--- src/rtl/fpu_muldiv_iter_pkg.sv ---
// Shared types and constants for the iterative single-precision multiply/divide unit.
package fpu_muldiv_iter_pkg;

    typedef enum logic [1:0] {
        OP_ADD = 2'b00,
        OP_SUB = 2'b01,
        OP_MUL = 2'b10,
        OP_DIV = 2'b11
    } op_t;

    typedef enum logic [2:0] {
        MD_IDLE,
        MD_UNPACK,
        MD_ITER,
        MD_NORM,
        MD_DONE
    } md_state_t;

    typedef enum logic [1:0] {
        CL_ZERO,
        CL_NORM,
        CL_INF,
        CL_NAN
    } fp_class_t;

    localparam int unsigned EXP_BIAS     = 127;
    localparam int unsigned ITER_CNT     = 26;
    localparam int unsigned MANT_W       = 24;
    localparam int unsigned FLAG_W       = 5;
    localparam logic [31:0] QNAN_DEFAULT = 32'h7FC0_0000;
    localparam logic [31:0] POS_INF      = 32'h7F80_0000;

    // Denormals classify as zero (flush-to-zero on input).
    function automatic fp_class_t classify(input logic [7:0] e, input logic [22:0] f);
        if (e == 8'd0) begin
            return CL_ZERO;
        end else if (e == 8'hFF) begin
            return (f == 23'd0) ? CL_INF : CL_NAN;
        end
        return CL_NORM;
    endfunction

endpackage

--- src/rtl/fpu_round_pack.sv ---
// Normalise by one bit, round to nearest-even, handle overflow/FTZ underflow and pack.
// Flag outputs exist only when FPU_FLAGS_EN is defined.
module fpu_round_pack
    import fpu_muldiv_iter_pkg::*;
(
    input  logic              sign,
    input  logic signed [9:0] exp_in,
    input  logic [26:0]       sig,
    input  logic              sticky,
    output logic [31:0]       result
`ifdef FPU_FLAGS_EN
    ,
    output logic              overflow,
    output logic              underflow,
    output logic              inexact
`endif
);

    logic [23:0]       mant;
    logic              g, r, s, inc, ovf, unf;
    logic [24:0]       mant_r;
    logic signed [9:0] exp_n, exp_r;
    logic [22:0]       frac;

    // sig has its leading one at bit 26 (value in [2,4)) or bit 25 (value in [1,2)).
    always_comb begin
        mant   = sig[25:2];
        g      = sig[1];
        r      = sig[0];
        s      = sticky;
        exp_n  = exp_in;
        if (sig[26]) begin
            mant  = sig[26:3];
            g     = sig[2];
            r     = sig[1];
            s     = sig[0] | sticky;
            exp_n = exp_in + 10'sd1;
        end
        inc    = g & (r | s | mant[0]);
        mant_r = {1'b0, mant} + 25'(inc);
        exp_r  = exp_n;
        frac   = mant_r[22:0];
        if (mant_r[24]) begin
            exp_r = exp_n + 10'sd1;
            frac  = mant_r[23:1];
        end
        ovf = (exp_r >= 10'sd255);
        unf = (exp_r <= 10'sd0);
        if (ovf) begin
            result = POS_INF | {sign, 31'd0};
        end else if (unf) begin
            result = {sign, 31'd0};
        end else begin
            result = {sign, exp_r[7:0], frac};
        end
    end

`ifdef FPU_FLAGS_EN
    assign overflow  = ovf;
    assign underflow = unf;
    assign inexact   = g | r | s | ovf | unf;
`endif

endmodule

--- src/rtl/fpu_muldiv_iter.sv ---
// Iterative IEEE-754 single-precision MUL/DIV unit: shift-add multiply, restoring divide.
// Optional exception flags port enabled by defining FPU_FLAGS_EN.
module fpu_muldiv_iter
    import fpu_muldiv_iter_pkg::*;
#(
    parameter int unsigned EXTRA_LAT = 0,
    parameter logic [31:0] QNAN      = QNAN_DEFAULT
)(
    input  logic              clk,
    input  logic              reset,
    input  logic              start,
    input  logic [1:0]        fpuOp,
    input  logic [31:0]       opA,
    input  logic [31:0]       opB,
    output logic              busy,
    output logic              done,
    output logic [31:0]       fpuOut
`ifdef FPU_FLAGS_EN
    ,
    output logic [FLAG_W-1:0] flags
`endif
);

    localparam logic signed [9:0] BIAS_S = 10'(EXP_BIAS);

    md_state_t         state, state_next;
    logic [4:0]        cnt, cnt_next;
    logic              accept, is_div;
    logic [31:0]       a_r, b_r;
    fp_class_t         cls_a, cls_b;
    logic              zero_a, zero_b, inf_a, inf_b, nan_a, nan_b;
    logic              sign_c, invalid_c, special_c;
    logic [31:0]       spec_res_c;
    logic signed [9:0] ea_c, eb_c, exp_c;
    logic              sign_r, special_r;
    logic signed [9:0] exp_r;
    logic [23:0]       ma_r, mb_r;
    logic [31:0]       spec_res_r;
    logic [47:0]       prod;
    logic [24:0]       prod_sum;
    logic [25:0]       quo, rem;
    logic [24:0]       rem_diff;
    logic              rem_ge;
    logic [31:0]       rp_result;

    assign accept = start & ~busy & fpuOp[1];

    always_ff @(posedge clk) begin
        if (reset) begin
            state <= MD_IDLE;
            cnt   <= '0;
            busy  <= 1'b0;
            done  <= 1'b0;
        end else begin
            state <= state_next;
            cnt   <= cnt_next;
            busy  <= (state_next != MD_IDLE);
            done  <= (state_next == MD_DONE);
        end
    end

    always_comb begin
        state_next = state;
        cnt_next   = cnt + 5'd1;
        case (state)
            MD_IDLE: begin
                cnt_next = '0;
                if (accept) state_next = MD_UNPACK;
            end
            MD_UNPACK: begin
                cnt_next   = '0;
                state_next = MD_ITER;
            end
            MD_ITER: begin
                if (cnt == 5'(ITER_CNT - 1)) begin
                    cnt_next   = '0;
                    state_next = MD_NORM;
                end
            end
            MD_NORM: begin
                if (cnt == 5'(EXTRA_LAT)) begin
                    cnt_next   = '0;
                    state_next = MD_DONE;
                end
            end
            MD_DONE: begin
                cnt_next   = '0;
                state_next = MD_IDLE;
            end
            default: begin
                cnt_next   = '0;
                state_next = MD_IDLE;
            end
        endcase
    end

    // Operand classification and special-case resolution.
    assign cls_a     = classify(a_r[30:23], a_r[22:0]);
    assign cls_b     = classify(b_r[30:23], b_r[22:0]);
    assign zero_a    = (cls_a == CL_ZERO);
    assign zero_b    = (cls_b == CL_ZERO);
    assign inf_a     = (cls_a == CL_INF);
    assign inf_b     = (cls_b == CL_INF);
    assign nan_a     = (cls_a == CL_NAN);
    assign nan_b     = (cls_b == CL_NAN);
    assign sign_c    = a_r[31] ^ b_r[31];
    assign invalid_c = nan_a | nan_b |
                       (is_div ? ((zero_a & zero_b) | (inf_a & inf_b))
                               : ((inf_a & zero_b) | (zero_a & inf_b)));
    assign ea_c      = signed'({2'b00, a_r[30:23]});
    assign eb_c      = signed'({2'b00, b_r[30:23]});
    assign exp_c     = is_div ? (ea_c - eb_c + BIAS_S) : (ea_c + eb_c - BIAS_S);

    always_comb begin
        special_c  = 1'b1;
        spec_res_c = {sign_c, 31'd0};
        if (invalid_c) begin
            spec_res_c = QNAN;
        end else if (inf_a || (!is_div && inf_b) || (is_div && zero_b)) begin
            spec_res_c = POS_INF | {sign_c, 31'd0};
        end else if (!(zero_a || zero_b || inf_b)) begin
            special_c = 1'b0;
        end
    end

    assign prod_sum = {1'b0, prod[47:24]} + (prod[0] ? {1'b0, ma_r} : 25'd0);
    assign rem_ge   = (rem >= {2'b00, mb_r});
    assign rem_diff = 25'(rem - {2'b00, mb_r});

    always_ff @(posedge clk) begin
        if (accept) begin
            a_r    <= opA;
            b_r    <= opB;
            is_div <= (fpuOp == OP_DIV);
        end
        if (state == MD_UNPACK) begin
            sign_r     <= sign_c;
            exp_r      <= exp_c;
            ma_r       <= {1'b1, a_r[22:0]};
            mb_r       <= {1'b1, b_r[22:0]};
            special_r  <= special_c;
            spec_res_r <= spec_res_c;
            prod       <= {24'd0, 1'b1, b_r[22:0]};
            rem        <= {3'b001, a_r[22:0]};
            quo        <= '0;
        end
        // Multiply uses the first 24 steps; divide uses all 26.
        if (state == MD_ITER) begin
            if (cnt < 5'(MANT_W)) prod <= {prod_sum, prod[23:1]};
            quo <= {quo[24:0], rem_ge};
            rem <= {(rem_ge ? rem_diff : rem[24:0]), 1'b0};
        end
    end

`ifdef FPU_FLAGS_EN
    logic divzero_c, invalid_r, divzero_r;
    logic rp_ovf, rp_unf, rp_inx;
    assign divzero_c = is_div & (cls_a == CL_NORM) & zero_b;
    always_ff @(posedge clk) begin
        if (state == MD_UNPACK) begin
            invalid_r <= invalid_c;
            divzero_r <= divzero_c;
        end
    end
`endif

    // Divide quotient has weight 2^-25; shift it up one bit and compensate in the exponent.
    fpu_round_pack u_round_pack (
        .sign      (sign_r),
        .exp_in    (is_div ? (exp_r - 10'sd1) : exp_r),
        .sig       (is_div ? {quo, 1'b0} : prod[47:21]),
        .sticky    (is_div ? (rem != 26'd0) : (|prod[20:0])),
        .result    (rp_result)
`ifdef FPU_FLAGS_EN
        ,
        .overflow  (rp_ovf),
        .underflow (rp_unf),
        .inexact   (rp_inx)
`endif
    );

    always_ff @(posedge clk) begin
        if (reset) begin
            fpuOut <= '0;
`ifdef FPU_FLAGS_EN
            flags  <= '0;
`endif
        end else if (state == MD_NORM && state_next == MD_DONE) begin
            fpuOut <= special_r ? spec_res_r : rp_result;
`ifdef FPU_FLAGS_EN
            flags  <= special_r ? {invalid_r, divzero_r, 3'b000}
                                : {2'b00, rp_ovf, rp_unf, rp_inx};
`endif
        end
    end

endmodule

--- config.mk ---
export PLATFORM = sky130hd
export DESIGN_NAME = fpu_muldiv_iter
export DESIGN_NICKNAME = d
export VERILOG_FILES = /design/src/rtl/fpu_muldiv_iter_pkg.sv /design/src/rtl/fpu_round_pack.sv /design/src/rtl/fpu_muldiv_iter.sv
export SDC_FILE = /design/constraint.sdc
export NUM_CORES = 1
export LEC_CHECK = 0
export CAP_MARGIN = 10
export CORE_AREA = 3 3 240 195
export DETAILED_ROUTE_END_ITERATION = 8
export DIE_AREA = 0 0 243 198
export DONT_BUFFER_PORTS = 1
export SLEW_MARGIN = 25
export SYNTH_ARGS = -nofsm -noshare
export SYNTH_HDL_FRONTEND = slang
export SYNTH_SLANG_ARGS = --single-unit
--- constraint.sdc ---
create_clock -name clk -period 8.1 [get_ports clk]
set_input_delay 2.43 -clock clk [delete_from_list [all_inputs] [get_ports clk]]
set_output_delay 2.43 -clock clk [all_outputs]
set_load 0.02 [all_outputs]
* Yosys cells after proc, flatten, opt, wreduce, memory -nomap -nowiden
Cells that the tools add are included.
** Operators by class
- $add $sub $neg :: 11
- Order comparisons :: 4
- Equality and inequality tests :: 12
- Muxes and demuxes :: 45
- Bitwise logic cells :: 16
- Reduce and logical (&&, ||, !) cells :: 21
** Operator list (count)
- $mux W48 :: 3
- $mux W26 :: 4
- $mux W31 :: 3
- $mux W24 :: 2
- $logic_not A23 Y1 :: 2
- $mux W10 :: 4
- $mux W32 :: 1
- $mux W27 :: 1
- $ge A26 B24 Y1 :: 1
- $reduce_bool A26 Y1 :: 1
- $add A24 B1 Y25 :: 1
- $add A24 B24 Y25 :: 1
- $mux W25 :: 1
- $sub A25 B24 Y25 :: 1
- $mux W23 :: 1
- $reduce_or A21 Y1 :: 1
- $add A10 B2 Y10 const B :: 2
- $eq A8 B8 Y1 const B :: 2
- $logic_not A8 Y1 :: 2
- $mux W1 :: 12
- $mux W2 :: 6
- $pmux W3 S4 :: 1
- $add A9 B8 Y10 const B :: 1
- $eq A2 B2 Y1 const B :: 5
- other kinds (28) :: 50
** Word-level totals
- Bits in registers :: 297
- Output and inout bits :: 34

* Logic depth before layout (Yosys ltp)
- Depth after elaboration :: 13
- Mapped depth :: 26

* Hierarchy
From an unflattened synthesis, not the netlist that was laid out.
** Unflattened totals
- Cell total of the unflattened synthesis :: 1587
- Area, all modules :: 15797.7 um2
** Modules (own cells, without submodules)
- fpu_muldiv_iter :: instances 1, cells each 1275, area an instance 13604.3 um2
- fpu_round_pack :: instances 1, cells each 312, area an instance 2193.4 um2

* Worst setup path after synthesis
No wires, ideal clock.
- Path type :: input to register
- Start :: in fpuOp[1]
- End :: reg a_r[0], enable pin
- Setup time :: 0.491 ns
- Data arrival time :: 5.251 ns
- Path slack :: 2.358 ns
- Stages on the path :: 2
- Path through :: nand2_1 -> nor2_1
** Between the ends
- Cells in the longest elaborated chain, start to end :: 1
** Ends and longest elaborated chain
- start, declared :: RTL line fpu_muldiv_iter.sv:12 : input logic [1:0] fpuOp,
- $and A1 B1 Y1 :: RTL line fpu_muldiv_iter.sv:46 : assign accept = start & ~busy & fpuOp[1];
- via accept :: RTL line fpu_muldiv_iter.sv:28 : logic accept, is_div;
- end signal, assigned :: RTL line fpu_muldiv_iter.sv:132 : a_r <= opA;
- end, declared :: RTL line fpu_muldiv_iter.sv:29 : logic [31:0] a_r, b_r;
The timed path passes the listed nets, and every way through them passes these cells.
A chain may end at the register's enable or synchronous reset.

* Final worst setup path
- Start :: reg is_div
- End :: reg fpuOut[11]
** Between the ends
- Cells in the longest elaborated chain, start to end :: 12
** Ends and longest elaborated chain
- start, declared :: RTL line fpu_muldiv_iter.sv:28
- start signal, assigned :: RTL line fpu_muldiv_iter.sv:134 : is_div <= (fpuOp == OP_DIV);
- branches (longest 10 deep; another with $add A10 B2 Y10)
- $mux W31 (*) :: RTL line fpu_round_pack.sv:49 : if (ovf) begin
- $mux W32 (*) :: RTL line fpu_muldiv_iter.sv:189 : fpuOut <= special_r ? spec_res_r : rp_result;
- end signal, assigned :: RTL line fpu_muldiv_iter.sv:189
- end, declared :: RTL line fpu_muldiv_iter.sv:17 : output logic [31:0] fpuOut
Every way passes the cells marked *.

==> reports/qor.csv <==
metric,value,unit
status,"finished, final reports clean",
start_util,35.1,%
clockBufferDepth,3,
grtUsageTotal,16.1,%
fin_area,17300,um^2
vias_per_cell,5.33,
die_h,198,um
synthCells,1592,
antenna_found_initial,0,
synth_cell_type_count,95,
slew_headroom,38.3,%
num_rows,69,
ir_drop,0.158,mV
cp_cell_sequence,"buf_4, buf_4, mux2_2, o21ai_0, a2111oi_2, nand4_2, or2_1, o41ai_1, a31oi_1, a41oi_2, nand3b_4, o31ai_1",
wirelength,39500,um
cts_buffers,31,
p_comb_share,22.1,%
nNetsFinal,1721,
setup_viol,0,
synth-edff-count,177,
maxCapViolations,0,
crit_buf_inv,2,
area_delta_synth_final,10.9,%
ant_nets,0,
endpoint_kind,register,
grt_max_degree,96,
ioPinCount,103,
hold_path.class,register to register,
worstPathRequired,8570,ps
rsz0062_at_grt,false,
post-place-ws,3040,ps
worst-setup-path-type,register to register,
ys_top_cells_by_area,"edfxtp_1, dfxtp_1, ha_1",
clkPwrFrac,35.2,%
synth_area,15600,um^2
critPathLaunchType,register,
cts_tree,built,
period_share,63.0,%
coreArea,44400,um^2
skew,26.0,ps
cts_setup_buffers,0,
synth-seq-cells,268,
worstMarginPinSlew,913,ps
p_switching,0.00128,W
arrival,5580,ps
crit_family,compound AO/OA/AOI/OAI gates,
cpMostUsedCell,buf_4,
critical_path.max_fanout,60,
critPathMaxStageDelay,630,ps
stdcell_count,2200,
dr.pass1.iters,5,
ys_seq_area_share,45.8,%
hpwl,29700,um
die_w,243,um
yosysTopAreaCellShare,34.1,%
cts-root-buf,clkbuf_16,
max_clock_freq,196,MHz
dieArea,48100,um^2
setup_ws,2990,ps
p_leak,6.42,nW
slowest_stage,mux2_2,
yosysTopAreaCell,edfxtp_1,
path_clk_slew,60,ps
grt_first_pass_wirelength,62600,um
synth_top_cells_by_count,"edfxtp_1, nand2_1, nor2_1",
min_period,5110,ps
clk_latency,580,ps
power_switching_share,30.7,%
synth-main-ff-cell,edfxtp_1,
yosysMostFrequentCell,edfxtp_1,
drc,0,
tns,0,ps
holdBufCountCts,0,
ys_warn_count,0,
seqPwrFrac,42.7,%
gp_congestion,0.865,
cts.sinks,268,
slew_violations,0,
synth.avg_cell_area,9.78,um^2
drt-initial-drc-count,868,
ys_async_sr_fraction,0,%
power_density,242,nW/um^2
io_buffers,0,
dp_cells,2140,
synth_fp_nets,1743,
grt_overflow_total,0,
cts_htree_levels,1,
intPower,0.00290,W
dpl_cell_area,16200,um^2
wl_per_cell,17.9,um
grt_pass1_vias,11100,
drive_gt1_share,8.21,%
vias,11700,
hold_viol_final,0,
cts.repair.resized,0,
## worst register-to-register path, cell delays in order, from the launching register on
cell and delay [ps]:
edfxtp_1 320, buf_4 480, buf_4 520, mux2_2 640
o21ai_0 280, a2111oi_2 560, nand4_2 320, or2_1 440
o41ai_1 290, a31oi_1 210, a41oi_2 370, nand3b_4 280
o31ai_1 310
## cell families after synthesis
family / count (synthesis) / share of synthesized area [%]
AOI/OAI and AO/OA: 366 / 15.2
xor gates and xnor gates: 97 / 5.55
adders and majority gates: 82 / 6.78
DFF: 268 / 45.8
buffers and inverters: 144 / 3.78
and+or+nand+nor: 581 / 19.2
muxes: 54 / 3.67
## power groups by stage
| stage | clock network, W | registers (W) | logic [W] |
|---|---|---|---|
| finish | 0.00147 | 0.00178 | 0.000925 |
| CTS | 0.00152 | 0.00178 | 0.000921 |
| global placement | 0 | 0.00181 | 0.000898 |
| detailed placement | 0 | 0.00181 | 0.000914 |
| global route | 0.00156 | 0.00180 | 0.00104 |
| floorplan | 0 | 0.00174 | 0.000738 |
## stage by stage
step           utilization (%)  hold slack (ps)  total power (W)
6_report                  38.9              480          0.00418
3_5_place_dp              36.4              472          0.00273
3_3_place_gp              36.4              464          0.00271
2_1_floorplan                -              445          0.00248
5_1_grt                   38.9              512          0.00441
4_1_cts                   38.9              486          0.00422
## state kept, by name, summed over array words and instances (netlist names)
signal,flops
spec_res_r,3
quo,26
sign_r,1
state,3
b_r,32
done,1
busy,1
fpuOut,32
prod,48
cnt,5
rem,26
special_r,1
mb_r,23
exp_r,10
ma_r,23
a_r,32
is_div,1
## cells in the final DEF, fill, tap and decap left out, drive strengths merged, types with 42 or more instances in the layout
master,instances
a31oi,45
inv,79
dfxtp,91
a21oi,68
edfxtp,177
nor2,118
xnor2,55
o21ai,111
nand3,66
nand2,157
and2,54
xor2,42
ha,78
## metal layers
metal	GRT usage (%)	vias to the layer above	share of wire, %
met5	0	-	0
met4	3.83	0	2.3
met3	2.41	57	4.7
met2	25.6	288	44
met1	23.2	5563	49
li1	-	5808	-
## final cells by class
| type | instances | area [um^2] |
|---|---|---|
| clock inverters | 17 | 158 |
| multi-input cells | 1180 | 7880 |
| repair buffers | 13 | 101 |
| diodes | 2 | 5.00 |
| fillers | 4412 | 27100 |
| clock buffers | 41 | 952 |
| inverters | 76 | 287 |
| flip-flops and latches | 268 | 7140 |
| well taps | 603 | 754 |
## path summary, 6_finish.rpt
| check | startpoint | end | slack (ps) | cells past startpoint |
|---|---|---|---|---|
| max | is_div | fpuOut[11] | 2990 | 12 |
| min | cnt[0] | cnt[0] | 480 | 1 |
| max reg2reg | is_div | fpuOut[11] | 2990 | 12 |
| min reg2reg | cnt[0] | cnt[0] | 480 | 1 |
Power figures use the tool's default switching activity.
